==> src/rtl/ct_loader.sv <==
// Ciphertext loader: streams four DEGREE_N-coefficient polynomials in, reduces each
// coefficient mod q, then hands the assembled operands to the multiplier with a start pulse.
`ifndef DEGREE_N
`define DEGREE_N 4
`endif
`ifndef BIT_WIDTH
`define BIT_WIDTH 16
`endif

module ct_loader #(
    parameter int unsigned DEGREE_N  = `DEGREE_N,
    parameter int unsigned BIT_WIDTH = `BIT_WIDTH
) (
    input  logic                          clk,
    input  logic                          rst,
    input  logic [BIT_WIDTH-1:0]          q,
    input  logic                          in_valid,
    output logic                          in_ready,
    input  logic [BIT_WIDTH-1:0]          in_coeff,
    input  logic                          in_last,
    output logic [DEGREE_N*BIT_WIDTH-1:0] ct00,
    output logic [DEGREE_N*BIT_WIDTH-1:0] ct01,
    output logic [DEGREE_N*BIT_WIDTH-1:0] ct10,
    output logic [DEGREE_N*BIT_WIDTH-1:0] ct11,
    output logic                          start_o,
    input  logic                          done_i,
    output logic                          frame_err,
    output logic                          range_err
);

    localparam int unsigned IW = (DEGREE_N > 1) ? $clog2(DEGREE_N) : 1;
    localparam int unsigned XW = BIT_WIDTH + 1;
    localparam int unsigned PW = DEGREE_N * BIT_WIDTH;
    localparam logic [IW-1:0] LAST_COEFF = IW'(DEGREE_N - 1);

    typedef enum logic [1:0] {
        LOAD  = 2'd0,
        ISSUE = 2'd1,
        WAIT  = 2'd2
    } state_t;

    state_t           state;
    logic [1:0]       poly_idx;
    logic [IW-1:0]    coeff_idx;
    logic [PW-1:0]    poly [4];

    logic             accept;
    logic             last_slot;
    logic [XW-1:0]    coeff_x;
    logic [XW-1:0]    q_x;
    logic [XW-1:0]    q2_x;
    logic [BIT_WIDTH-1:0] red_c;
    logic             over_c;

    assign in_ready  = (state == LOAD) && !rst;
    assign accept    = in_valid && in_ready;
    assign last_slot = (poly_idx == 2'd3) && (coeff_idx == LAST_COEFF);

    assign ct00 = poly[0];
    assign ct01 = poly[1];
    assign ct10 = poly[2];
    assign ct11 = poly[3];

    // One conditional subtraction; the extra bit keeps 2q from overflowing.
    always_comb begin
        coeff_x = XW'(in_coeff);
        q_x     = XW'(q);
        q2_x    = {q, 1'b0};
        red_c   = in_coeff;
        over_c  = 1'b0;
        if (coeff_x >= q2_x) begin
            red_c  = '0;
            over_c = 1'b1;
        end else if (coeff_x >= q_x) begin
            red_c = BIT_WIDTH'(coeff_x - q_x);
        end
    end

    always_ff @(posedge clk) begin
        if (rst) begin
            state     <= LOAD;
            poly_idx  <= '0;
            coeff_idx <= '0;
            start_o   <= 1'b0;
            frame_err <= 1'b0;
            range_err <= 1'b0;
            for (int p = 0; p < 4; p++) begin
                poly[p] <= '0;
            end
        end else begin
            start_o <= 1'b0;
            case (state)
                LOAD: begin
                    if (accept) begin
                        poly[poly_idx][coeff_idx*BIT_WIDTH +: BIT_WIDTH] <= red_c;
                        if (over_c) begin
                            range_err <= 1'b1;
                        end
                        if (last_slot && in_last) begin
                            state     <= ISSUE;
                            start_o   <= 1'b1;
                            poly_idx  <= '0;
                            coeff_idx <= '0;
                        end else if (last_slot || in_last) begin
                            // Early or missing last: drop the frame and resync on the next beat.
                            frame_err <= 1'b1;
                            poly_idx  <= '0;
                            coeff_idx <= '0;
                        end else if (coeff_idx == LAST_COEFF) begin
                            coeff_idx <= '0;
                            poly_idx  <= poly_idx + 2'd1;
                        end else begin
                            coeff_idx <= coeff_idx + IW'(1);
                        end
                    end
                end
                ISSUE: begin
                    state <= WAIT;
                end
                WAIT: begin
                    if (done_i) begin
                        state <= LOAD;
                    end
                end
                default: begin
                    state <= LOAD;
                end
            endcase
        end
    end

endmodule

==> config.mk <==
export PLATFORM = sky130hd
export DESIGN_NAME = ct_loader
export DESIGN_NICKNAME = d
export VERILOG_FILES = /design/src/rtl/ct_loader.sv
export SDC_FILE = /design/constraint.sdc
export NUM_CORES = 1
export LEC_CHECK = 0
export BUFFER_PORTS_ARGS = -buffer_cell sky130_fd_sc_hd__buf_4
export CAP_MARGIN = 10
export CORE_MARGIN = 2
export CORE_UTILIZATION = 57
export DETAILED_ROUTE_END_ITERATION = 12
export MAX_ROUTING_LAYER = met4
export PLACE_DENSITY = 0.9
export SLEW_MARGIN = 20
export SYNTH_ARGS = -nofsm -noshare
export SYNTH_HDL_FRONTEND = slang
export SYNTH_SLANG_ARGS = --single-unit
==> constraint.sdc <==
create_clock -name clk -period 9.9 [get_ports clk]
set_clock_uncertainty 0.15 [all_clocks]
set_input_delay 1.98 -clock clk [delete_from_list [all_inputs] [get_ports clk]]
set_output_delay 1.98 -clock clk [all_outputs]
set_load 0.005 [all_outputs]
==> impl_results.md, run 1 <==
* Drc violations at 0
* CP most frequent cell: inv_1
* Worst vdd ir at 101 uV
* Overflow after GRT at 0
* Share of layout cells above drive strength 1 at 31.8%
* Final instance area at 0.0147 mm2
* PwrDens at 175 mW/mm2
* Register area share after synthesis at 68.4%
* Vias at 8,737
* Cts hold-fix bufs at 0
* Worst Path Required at 9970 ps
* Simple-gate area share of the yosys netlist at 14.5%
* Setup CP Type: in2reg
* Routed length per instance at 24.8 um
* CP max FO at 31
* Main combinational cell family by area after synthesis: simple AND/OR/NAND/NOR gates
* Net Sw Frac at 25.4%
* Die Span Y at 146 um
* # IOs at 297
* TNS Setup at 0 ps
* Post-CTS setup buffers at 0
* Post-synthesis cell type count at 63
* Hold_ws at 332 ps
* Status: completed
* Period utilization at 51.6%
* Clk pin slew, worst setup/hold paths at 60 ps
* Area of the die at 0.0213 mm2
* Die W at 146 um
* Cell Chain, Critical Path: buf_4 -> inv_1 -> ha_1 -> inv_1 -> fa_1 -> a211oi_1 -> o21ai_0 -> a21o_1 -> a211o_4 -> mux2i_4 -> nor2_1
* Diodes inserted at 0
* Final Util at 74.7%
* EDFF count, synth at 256
* Nets at 1,234
* RSZ-0062 raised after global routing: false
* Detailed Route WL at 35,800 um
* Number of H-tree levels at 1
* Leakage power at 6.16 nW
* Vias per cell at 6.05
* Maxcap violations at 0
* Global-route wire length before repair at 51,800 um
* Slowest stage cell, crit path: mux2i_4
* Initial antenna violation count at 0
* Num CTS Buffers at 26
* Post-route ant nets at 0
* Primary FF master, synth: edfxtp_1
* Final worst path period need at 5100 ps
* Vias in the first global route at 8,386
* CP arrival at 5170 ps
* CP peak stage delay at 850 ps
* Post-synth ARST share at 0%
* Post-synthesis xor/xnor area fraction at 0.533%
* Syn avg cell area at 13.1 um2
* Cells after Synth at 879
* Rows at 51
* Compound-cell area share of the yosys netlist at 7.26%
* Most common cell after layout, fill and taps aside: buf_4
* Most frequent cells in the layout: buf_4, nor2_1, edfxtp_1, ha_1, nand2_1
* Core area at 0.0197 mm2
* First-pass detailed-route iteration total at 6
* Final slew viol count at 0
* Hold/Removal Path Class: reg2reg
* Starting DRC count in detailed routing at 859
* CTS tree: built
* Clock Power Share at 36.0%
* #FFs+latches synth at 265
* Initial core utilization at 58.5%
* Slew @ Worst Pin at 1060 ps
* Syn. warnings at 0
* Netlist Area Pre-Place at 0.0115 mm2
* Seq pwr share at 50.4%
* Skew-Pair Late Insertion Delay at 510 ps
* Post-DP Area at 0.0139 mm2
* Clk buf depth at 3
* Pin count of the biggest net entering global routing at 32
* Hold Fails Final Rpt at 0
* PortBufs at 296
* Cell Int Power at 1.92 mW
* Relative slew slack at 29.0%
* Highest clock rate at 196 MHz
* Final setup viols at 0
* RD Place Congestion at 0.900
* Total power at 2.57 mW
* CTS Sinks at 265
* Post-synthesis mux area share at 2.03%
* Post-synthesis adder-cell area fraction at 4.20%
* Crit. End Element: flip-flop
* Syn nets at 954
* CTS root buf: clkbuf_16
* CP startpoint kind: input port
* # resized after CTS at 0
* Post-DP HPWL at 24,400 um
* Area grow syn2layout at 27.6%
* Worst R2R Setup Slack at 6170 ps
* Net switching power at 0.651 mW
* Gate power share at 13.6%
* Tot GR Track Use at 33.4%
-- kinds of logic (layout without fill, tap and decap cells) --
logic type               count (synthesis)  in the layout
flip-flops                             265            265
AND/OR/NAND/NOR                        368            368
XOR/XNOR                                 7              7
AO/OA/AOI/OAI                          112            112
multiplexers                            12             12
adder cells (fa/ha/maj)                 38             38
buffers and inverters                   77            376
-- synthesized netlist by cell type (8+ instances only) --
cell	number	area share, %
a211oi_1	25	1.6
nand2_1	34	1.1
buf_2	29	1.3
o21a_1	8	0.52
a21oi_1	17	0.74
nor2_1	257	8.4
ha_1	37	4.0
inv_1	28	0.91
dfxtp_1	9	1.6
a21o_1	9	0.59
nand3_1	15	0.65
edfxtp_1	256	67
mux2i_4	9	1.8
clkbuf_1	15	0.49
o21ai_0	11	0.48
-- layout make-up --
type	count	area, um2
clock buffers	34	702
clock inverters	13	87.6
fillers	1223	4970
inverters	28	105
multi-input cells	537	3330
flip-flops and latches	265	7870
well taps	265	332
repair buffers	301	2260
-- worst max-delay path, delay by kind of cell --
family          cells  cell delay (ps)
mux                 1              850
simple gates        1              160
fa+ha+maj           2              580
compound gates      4             1320
buf+inv             3              230
-- sequential cells by signal, indices dropped and copies added, names as in the netlist --
register and count:
start_o 1, state 2, poly_idx 2, frame_err 1, coeff_idx 2, poly 256
range_err 1
-- power groups by stage --
stage / clock network [mW] / registers (mW) / logic, mW
global route: 0.963 / 1.29 / 0.366
finish: 0.924 / 1.29 / 0.350
detailed placement: 0 / 1.31 / 0.341
floorplan: 0 / 1.31 / 0.174
global placement: 0 / 1.31 / 0.331
CTS: 0.921 / 1.29 / 0.343
-- layer usage --
metal  GRT usage, %  vias to the layer above  part of all wire (%)
li1               -                     3741                     -
met1           43.3                     4223                    36
met2           53.7                      673                    48
met3           4.75                      100                    11
met4           13.7                        0                   4.6
met5              -                        -                     0
-- final timing paths --
check,start,endpoint,cells after the start
max reg2reg,state[1],poly[2][62],6
min reg2reg,range_err,range_err,1
max,in_coeff[0],poly[2][22],11
min,range_err,range_err,1
-- stage by stage --
stage / setup WS [ps] / cells
after global routing: 4650 / 1443
after CTS: 4780 / 1443
after floorplan: 5190 / 879
after global placement: 4230 / 1396
after detailed placement: 4280 / 1396
final: 4800 / 1443
Note: power is estimated with default switching activity, not from simulation.
==> inputs of run 2 (changes only) <==
--- a/config.mk
+++ b/config.mk
@@ -8,10 +8,10 @@
 export BUFFER_PORTS_ARGS = -buffer_cell sky130_fd_sc_hd__buf_4
 export CAP_MARGIN = 10
 export CORE_MARGIN = 2
-export CORE_UTILIZATION = 57
+export CORE_UTILIZATION = 53
 export DETAILED_ROUTE_END_ITERATION = 12
 export MAX_ROUTING_LAYER = met4
-export PLACE_DENSITY = 0.9
+export PLACE_DENSITY = 0.85
 export SLEW_MARGIN = 20
 export SYNTH_ARGS = -nofsm -noshare
 export SYNTH_HDL_FRONTEND = slang
==> constraint.sdc (replaced) <==
create_clock -name clk -period 4.8 [get_ports clk]
set_clock_uncertainty 0.15 [all_clocks]
set_input_delay 0.96 -clock clk [delete_from_list [all_inputs] [get_ports clk]]
set_output_delay 0.96 -clock clk [all_outputs]
set_load 0.005 [all_outputs]
==> run 2 against run 1 <==
Net effect:
- sequential share of layout area is 0.96 points lower
- routed wire length decreased by 1.5%
- design area up 1.8%
- non-clock buffer count grew 25
- cell count up 2.5%
- critical path depth is the same
==> impl_results.md, run 2 (same netlist as run 1, synthesis figures left out) <==
* Status: completed (unchanged)
* Global-route wire length before repair at 51,100 um (was 51,800 um)
* CP bufs+invs at 3 (unchanged)
* Die W at 151 um (was 146 um)
* CP arrival at 3930 ps (was 5170 ps)
* Relative slew slack at 25.9% (was 29.0%)
* Max reg flops at 256 (unchanged)
* HP Start: frame_err (was range_err)
* CP peak stage delay at 680 ps (was 850 ps)
* # IOs at 297 (unchanged)
* Total power at 5.54 mW (was 2.57 mW)
* Final instance area at 0.0149 mm2 (was 0.0147 mm2)
* Slowest stage cell, crit path: mux2i_4 (unchanged)
* Vias per cell at 5.91 (was 6.05)
* Routed length per instance at 23.8 um (was 24.8 um)
* CTS Sinks at 265 (unchanged)
* Initial core utilization at 54.4% (was 58.5%)
* Post-CTS setup buffers at 0 (unchanged)
* Cts hold-fix bufs at 0 (unchanged)
* Vias in the first global route at 8,365 (was 8,386)
* Rows at 53 (was 51)
* PwrDens at 371 mW/mm2 (was 175 mW/mm2)
* Most common cell after layout, fill and taps aside: buf_4 (unchanged)
* Post-DP Area at 0.0141 mm2 (was 0.0139 mm2)
* Core area at 0.0212 mm2 (was 0.0197 mm2)
* Final Util at 70.7% (was 74.7%)
* Clk buf depth at 3 (unchanged)
* Die Span Y at 151 um (was 146 um)
* Cell Chain, Critical Path: buf_4 -> inv_1 -> ha_1 -> inv_1 -> fa_1 -> a211oi_1 -> o21ai_0 -> a21o_1 -> a211o_4 -> mux2i_4 -> nor2_1 (unchanged)
* Worst Path Required at 4880 ps (was 9970 ps)
* Post-DP HPWL at 24,800 um (was 24,400 um)
* Drc violations at 0 (unchanged)
* Hold/Removal Path Class: reg2reg (unchanged)
* # resized after CTS at 0 (unchanged)
* Highest clock rate at 260 MHz
* RD Place Congestion at 0.934 (was 0.900)
* Cell family with most CP delay: compound AO/OA/AOI/OAI gates (unchanged)
* Worst R2R Setup Slack at 1490 ps (was 6170 ps)
* Pin count of the biggest net entering global routing at 32 (unchanged)
* Number of H-tree levels at 1 (unchanged)
* CTS tree: built (unchanged)
* Num CTS Buffers at 26 (unchanged)
* Most frequent cells in the layout: buf_4, nor2_1, edfxtp_1, ha_1, nand2_1 (unchanged)
* TNS Setup at 0 ps (unchanged)
* Leakage power at 6.31 nW (was 6.16 nW)
* Slew @ Worst Pin at 1110 ps (was 1060 ps)
* Worst-case reg-to-reg path depth at 6 (unchanged)
* Crit. End Element: flip-flop (unchanged)
* Hold Fails Final Rpt at 0 (unchanged)
* Setup CP Type: in2reg (unchanged)
* WHS Path Cells at 2 (was 1)
* Worst vdd ir at 209 uV (was 101 uV)
* Period utilization at 80.2%
* RR Startpoint: coeff_idx[0] (was state[1])
* PortBufs at 296 (unchanged)
* CP max FO at 31 (unchanged)
* Final setup viols at 0 (unchanged)
* Diodes inserted at 0 (unchanged)
* Hold path endpoint: frame_err (was range_err)
* Area of the die at 0.0229 mm2 (was 0.0213 mm2)
* CTS root buf: clkbuf_16 (unchanged)
* Post-route ant nets at 0 (unchanged)
* Tot GR Track Use at 31.4% (was 33.4%)
* Overflow after GRT at 0 (unchanged)
* Share of layout cells above drive strength 1 at 33.3% (was 31.8%)
* Maxcap violations at 0 (unchanged)
* Vias at 8,743 (was 8,737)
* Largest register by flop count: poly (unchanged)
* Starting DRC count in detailed routing at 757 (was 859)
* Clk pin slew, worst setup/hold paths at 60 ps (about the same)
* CP most frequent cell: inv_1 (unchanged)
* First-pass detailed-route iteration total at 5 (was 6)
* Final worst path period need at 3850 ps
* CP startpoint kind: input port (unchanged)
* Hold_ws at 355 ps (was 332 ps)
* Nets at 1,259 (was 1,234)
* R2r endpoint: poly[3][7] (was poly[2][62])
* RSZ-0062 raised after global routing: false (unchanged)
* Skew-Pair Late Insertion Delay at 530 ps (was 510 ps)
* Final slew viol count at 0 (unchanged)
* Area grow syn2layout at 30.0% (was 27.6%)
* Initial antenna violation count at 0 (unchanged)
* Detailed Route WL at 35,300 um (was 35,800 um)
-- run 2: worst max-delay path by stage --
stage	startpoint	to	slack (ps)	depth (start not counted)
3_3_place_gp	in_coeff[0]	poly[3][34]	560	11
4_1_cts	in_coeff[0]	poly[3][2]	990	11
6_report	in_coeff[0]	poly[3][50]	950	11
3_5_place_dp	in_coeff[0]	poly[3][50]	490	11
5_1_grt	in_coeff[0]	poly[2][9]	740	11
2_1_floorplan	in_coeff[0]	poly[0][30]	1110	12
-- run 2: area by class of cell --
class	instances	area, um2
Sequential cell	265	7870
Inverter	28	105
Timing Repair Buffer	326	2450
Clock inverter	14	210
Tap cell	275	344
Clock buffer	34	681
Fill cell	1429	6210
Multi-Input combinational cell	537	3290
-- run 2: worst min-delay path, cell delays in order, from the launching register on --
cell     delay, ps
dfxtp_1        350
a21oi_1         50
nor2_1          80
-- run 2: metrics by stage --
stage	cells	worst slack, ps
global route	1479	744
CTS	1479	989
finish	1479	950
detailed placement	1431	485
global placement	1431	558
floorplan	879	1110
-- run 2: where the power goes --
part	switching (mW)	internal [mW]
Combinational	0.484	0.270
Clock	0.856	1.27
Sequential	0.0381	2.62
Total	1.38	4.17
-- run 2: per-layer routing --
layer | share of wire [%] | global-route usage [%] | vias up
li1 | - | - | 3784
met1 | 36 | 40.2 | 4228
met2 | 49 | 50.2 | 624
met3 | 10 | 4.46 | 107
met4 | 4.7 | 14.0 | 0
met5 | 0 | - | -
==> inputs of run 3 (changes only) <==
--- a/config.mk
+++ b/config.mk
@@ -8,10 +8,10 @@
 export BUFFER_PORTS_ARGS = -buffer_cell sky130_fd_sc_hd__buf_4
 export CAP_MARGIN = 10
 export CORE_MARGIN = 2
-export CORE_UTILIZATION = 53
+export CORE_UTILIZATION = 48
 export DETAILED_ROUTE_END_ITERATION = 12
 export MAX_ROUTING_LAYER = met4
-export PLACE_DENSITY = 0.85
+export PLACE_DENSITY = 0.81
 export SLEW_MARGIN = 20
 export SYNTH_ARGS = -nofsm -noshare
 export SYNTH_HDL_FRONTEND = slang
==> constraint.sdc (replaced) <==
create_clock -name clk -period 3.1 [get_ports clk]
set_clock_uncertainty 0.15 [all_clocks]
set_input_delay 0.62 -clock clk [delete_from_list [all_inputs] [get_ports clk]]
set_output_delay 0.62 -clock clk [all_outputs]
set_load 0.005 [all_outputs]
==> run 3 against run 2 <==
Net effect:
- sequential cell count unchanged
- die area grew 10%
- sequential power increased by 55%
- utilization fell by 0.75 points
- register-to-register slack worse by 1300 ps
- power increased by 58%
- first-iteration DRC count grew 11%
- cell count up 11%
- global-route usage decreased by 0.92 points
- non-clock buffer count grew 124
- via count increased by 5.4%
- critical path type unchanged
- critical endpoint is now poly[0][45]
- largest power group unchanged
- highest routed layer unchanged
==> impl_results.md, run 3 (same netlist as run 1, synthesis figures left out) <==
* Status: completed (unchanged)
* Worst R2R Setup Slack at 180 ps (was 1490 ps)
* Cell family with most CP delay: compound AO/OA/AOI/OAI gates (unchanged)
* Slowest stage cell, crit path: a2111oi_0 (was mux2i_4)
* CTS tree: built (unchanged)
* Global-route wire length before repair at 56,700 um (was 51,100 um)
* Clk pin slew, worst setup/hold paths at 70 ps (was 60 ps)
* Number of H-tree levels at 1 (unchanged)
* Crit. End Element: flip-flop (unchanged)
* Worst vdd ir at 389 uV (was 209 uV)
* Fillers at 1,523 (was 1,429)
* CTS Sinks at 265 (unchanged)
* PwrDens at 533 mW/mm2 (was 371 mW/mm2)
* Worst-case reg-to-reg path depth at 6 (unchanged)
* Final slew viol count at 0 (unchanged)
* RD Place Congestion at 0.906 (was 0.934)
* Initial antenna violation count at 0 (unchanged)
* Final WS setup at 78.3 ps (was 950 ps)
* Stages on the worst setup path at 14 (was 11)
* CP bufs+invs at 6 (was 3)
* TNS Setup at 0 ps (unchanged)
* Nets at 1,383 (was 1,259)
* Inst Count DP at 1,591 (was 1,431)
* Total power at 8.74 mW (was 5.54 mW)
* PortBufs at 296 (unchanged)
* Clk buf depth at 3 (unchanged)
* Most common cell after layout, fill and taps aside: buf_4 (unchanged)
* Cts hold-fix bufs at 0 (unchanged)
* Detailed Route WL at 37,800 um (was 35,300 um)
* Die Span Y at 159 um (was 151 um)
* First-pass detailed-route iteration total at 5 (unchanged)
* Worst Path Required at 3320 ps (was 4880 ps)
* Vias at 9,214 (was 8,743)
* CTS root buf: clkbuf_16 (unchanged)
* CP peak stage delay at 550 ps (was 680 ps)
* Final worst path period need at 3020 ps
* Crit path capture: poly[0][45] (was poly[3][50])
* RR Startpoint: coeff_idx[0] (unchanged)
* Maxcap violations at 0 (unchanged)
* Launch point of the worst path: in_coeff[0] (unchanged)
* Pin count of the biggest net entering global routing at 19 (was 32)
* Post-route ant nets at 0 (unchanged)
* Largest register by flop count: poly (unchanged)
* Die W at 159 um (was 151 um)
* Most frequent cells in the layout: buf_4, nor2_1, edfxtp_1, buf_12, ha_1 (was buf_4, nor2_1, edfxtp_1, ha_1, nand2_1)
* Max reg flops at 256 (unchanged)
* Initial core utilization at 49.0% (was 54.4%)
* CP startpoint kind: input port (unchanged)
* Area grow syn2layout at 42.7% (was 30.0%)
* # IOs at 297 (unchanged)
* Final std cells w/o fill at 1,646 (was 1,479)
* Final instance area at 0.0164 mm2 (was 0.0149 mm2)
* CP max FO at 5 (was 31)
* Area of the die at 0.0252 mm2 (was 0.0229 mm2)
* Final Util at 69.9% (was 70.7%)
* Cell Chain, Critical Path: buf_4 -> inv_2 -> ha_4 -> inv_2 -> fa_2 -> a211oi_2 -> o21ai_1 -> a21o_1 -> buf_4 -> a2111oi_0 -> buf_4 -> a31oi_4 -> buf_4 -> nor2_1 (was buf_4 -> inv_1 -> ha_1 -> inv_1 -> fa_1 -> a211oi_1 -> o21ai_0 -> a21o_1 -> a211o_4 -> mux2i_4 -> nor2_1)
* Hold/Removal Path Class: in2reg (was reg2reg)
* Overflow after GRT at 0 (unchanged)
* Hold Fails Final Rpt at 0 (unchanged)
* Skew-Pair Late Insertion Delay at 530 ps (about the same)
* Num CTS Buffers at 26 (unchanged)
* Period utilization at 97.5%
* Vias in the first global route at 9,360 (was 8,365)
* Hold_ws at 260 ps (was 355 ps)
* Drc violations at 0 (unchanged)
* R2r endpoint: poly[3][36] (was poly[3][7])
* Tot GR Track Use at 30.4% (was 31.4%)
* CP arrival at 3240 ps (was 3930 ps)
* Routed length per instance at 23.0 um (was 23.8 um)
* Post-DP Area at 0.0155 mm2 (was 0.0141 mm2)
* Relative slew slack at 48.9% (was 25.9%)
* Leakage power at 7.09 nW (was 6.31 nW)
* Setup CP Type: in2reg (unchanged)
* Slew @ Worst Pin at 766 ps (was 1110 ps)
* Vias per cell at 5.60 (was 5.91)
* Final setup viols at 0 (unchanged)
* Starting DRC count in detailed routing at 838 (was 757)
* Share of layout cells above drive strength 1 at 40.4% (was 33.3%)
* Highest clock rate at 331 MHz
* Diodes inserted at 0 (unchanged)
* Core area at 0.0235 mm2 (was 0.0212 mm2)
* Rows at 56 (was 53)
* Post-DP HPWL at 27,000 um (was 24,800 um)
* Pre-CTS WS at -635 ps (was 485 ps)
* CP most frequent cell: buf_4 (was inv_1)
[run 3: worst min path at each step]
stage	from	cells past startpoint	slack, ps	end
2_1_floorplan	frame_err	2	310	frame_err
3_3_place_gp	range_err	1	310	range_err
3_5_place_dp	range_err	1	320	range_err
4_1_cts	in_last	3	240	coeff_idx[1]
5_1_grt	in_last	3	270	start_o
6_report	in_last	3	260	coeff_idx[1]
[run 3: worst min-delay path: stages]
cell	delay (ps)
buf_4	110
nand4b_1	100
a21oi_1	60
[run 3: final cells by class]
| class | count | area [um2] | area share (%) |
|---|---|---|---|
| Clock buffer | 30 | 666 | 4.06 |
| Multi-Input combinational cell | 537 | 3370 | 20.5 |
| Tap cell | 319 | 399 | 2.43 |
| Sequential cell | 265 | 7870 | 47.9 |
| Timing Repair Buffer | 450 | 3840 | 23.4 |
| Clock inverter | 17 | 159 | 0.968 |
| Inverter | 28 | 105 | 0.640 |
[run 3: timing repair]
action	CTS	global route
endpoints found under the setup margin	16	84
gates resized for setup	0	6
pin swaps	1	1
buffers inserted	2	6
[run 3: per-layer routing]
metal  vias up  global-route usage [%]  share of wire, %  wire, um
li1       4042                       -                 -         -
met1      4485                    35.9                36     13500
met2       577                    51.7                51     19100
met3       110                    5.46               9.3      3530
met4         0                    12.7               4.4      1670
met5         -                       -                 0         0
[run 3: power breakdown]
part / total [mW] / internal [mW] / switching (mW)
registers: 4.11 / 4.06 / 0.0568
logic: 1.55 / 0.694 / 0.856
clock network: 3.08 / 1.72 / 1.36
total: 8.74 / 6.47 / 2.27
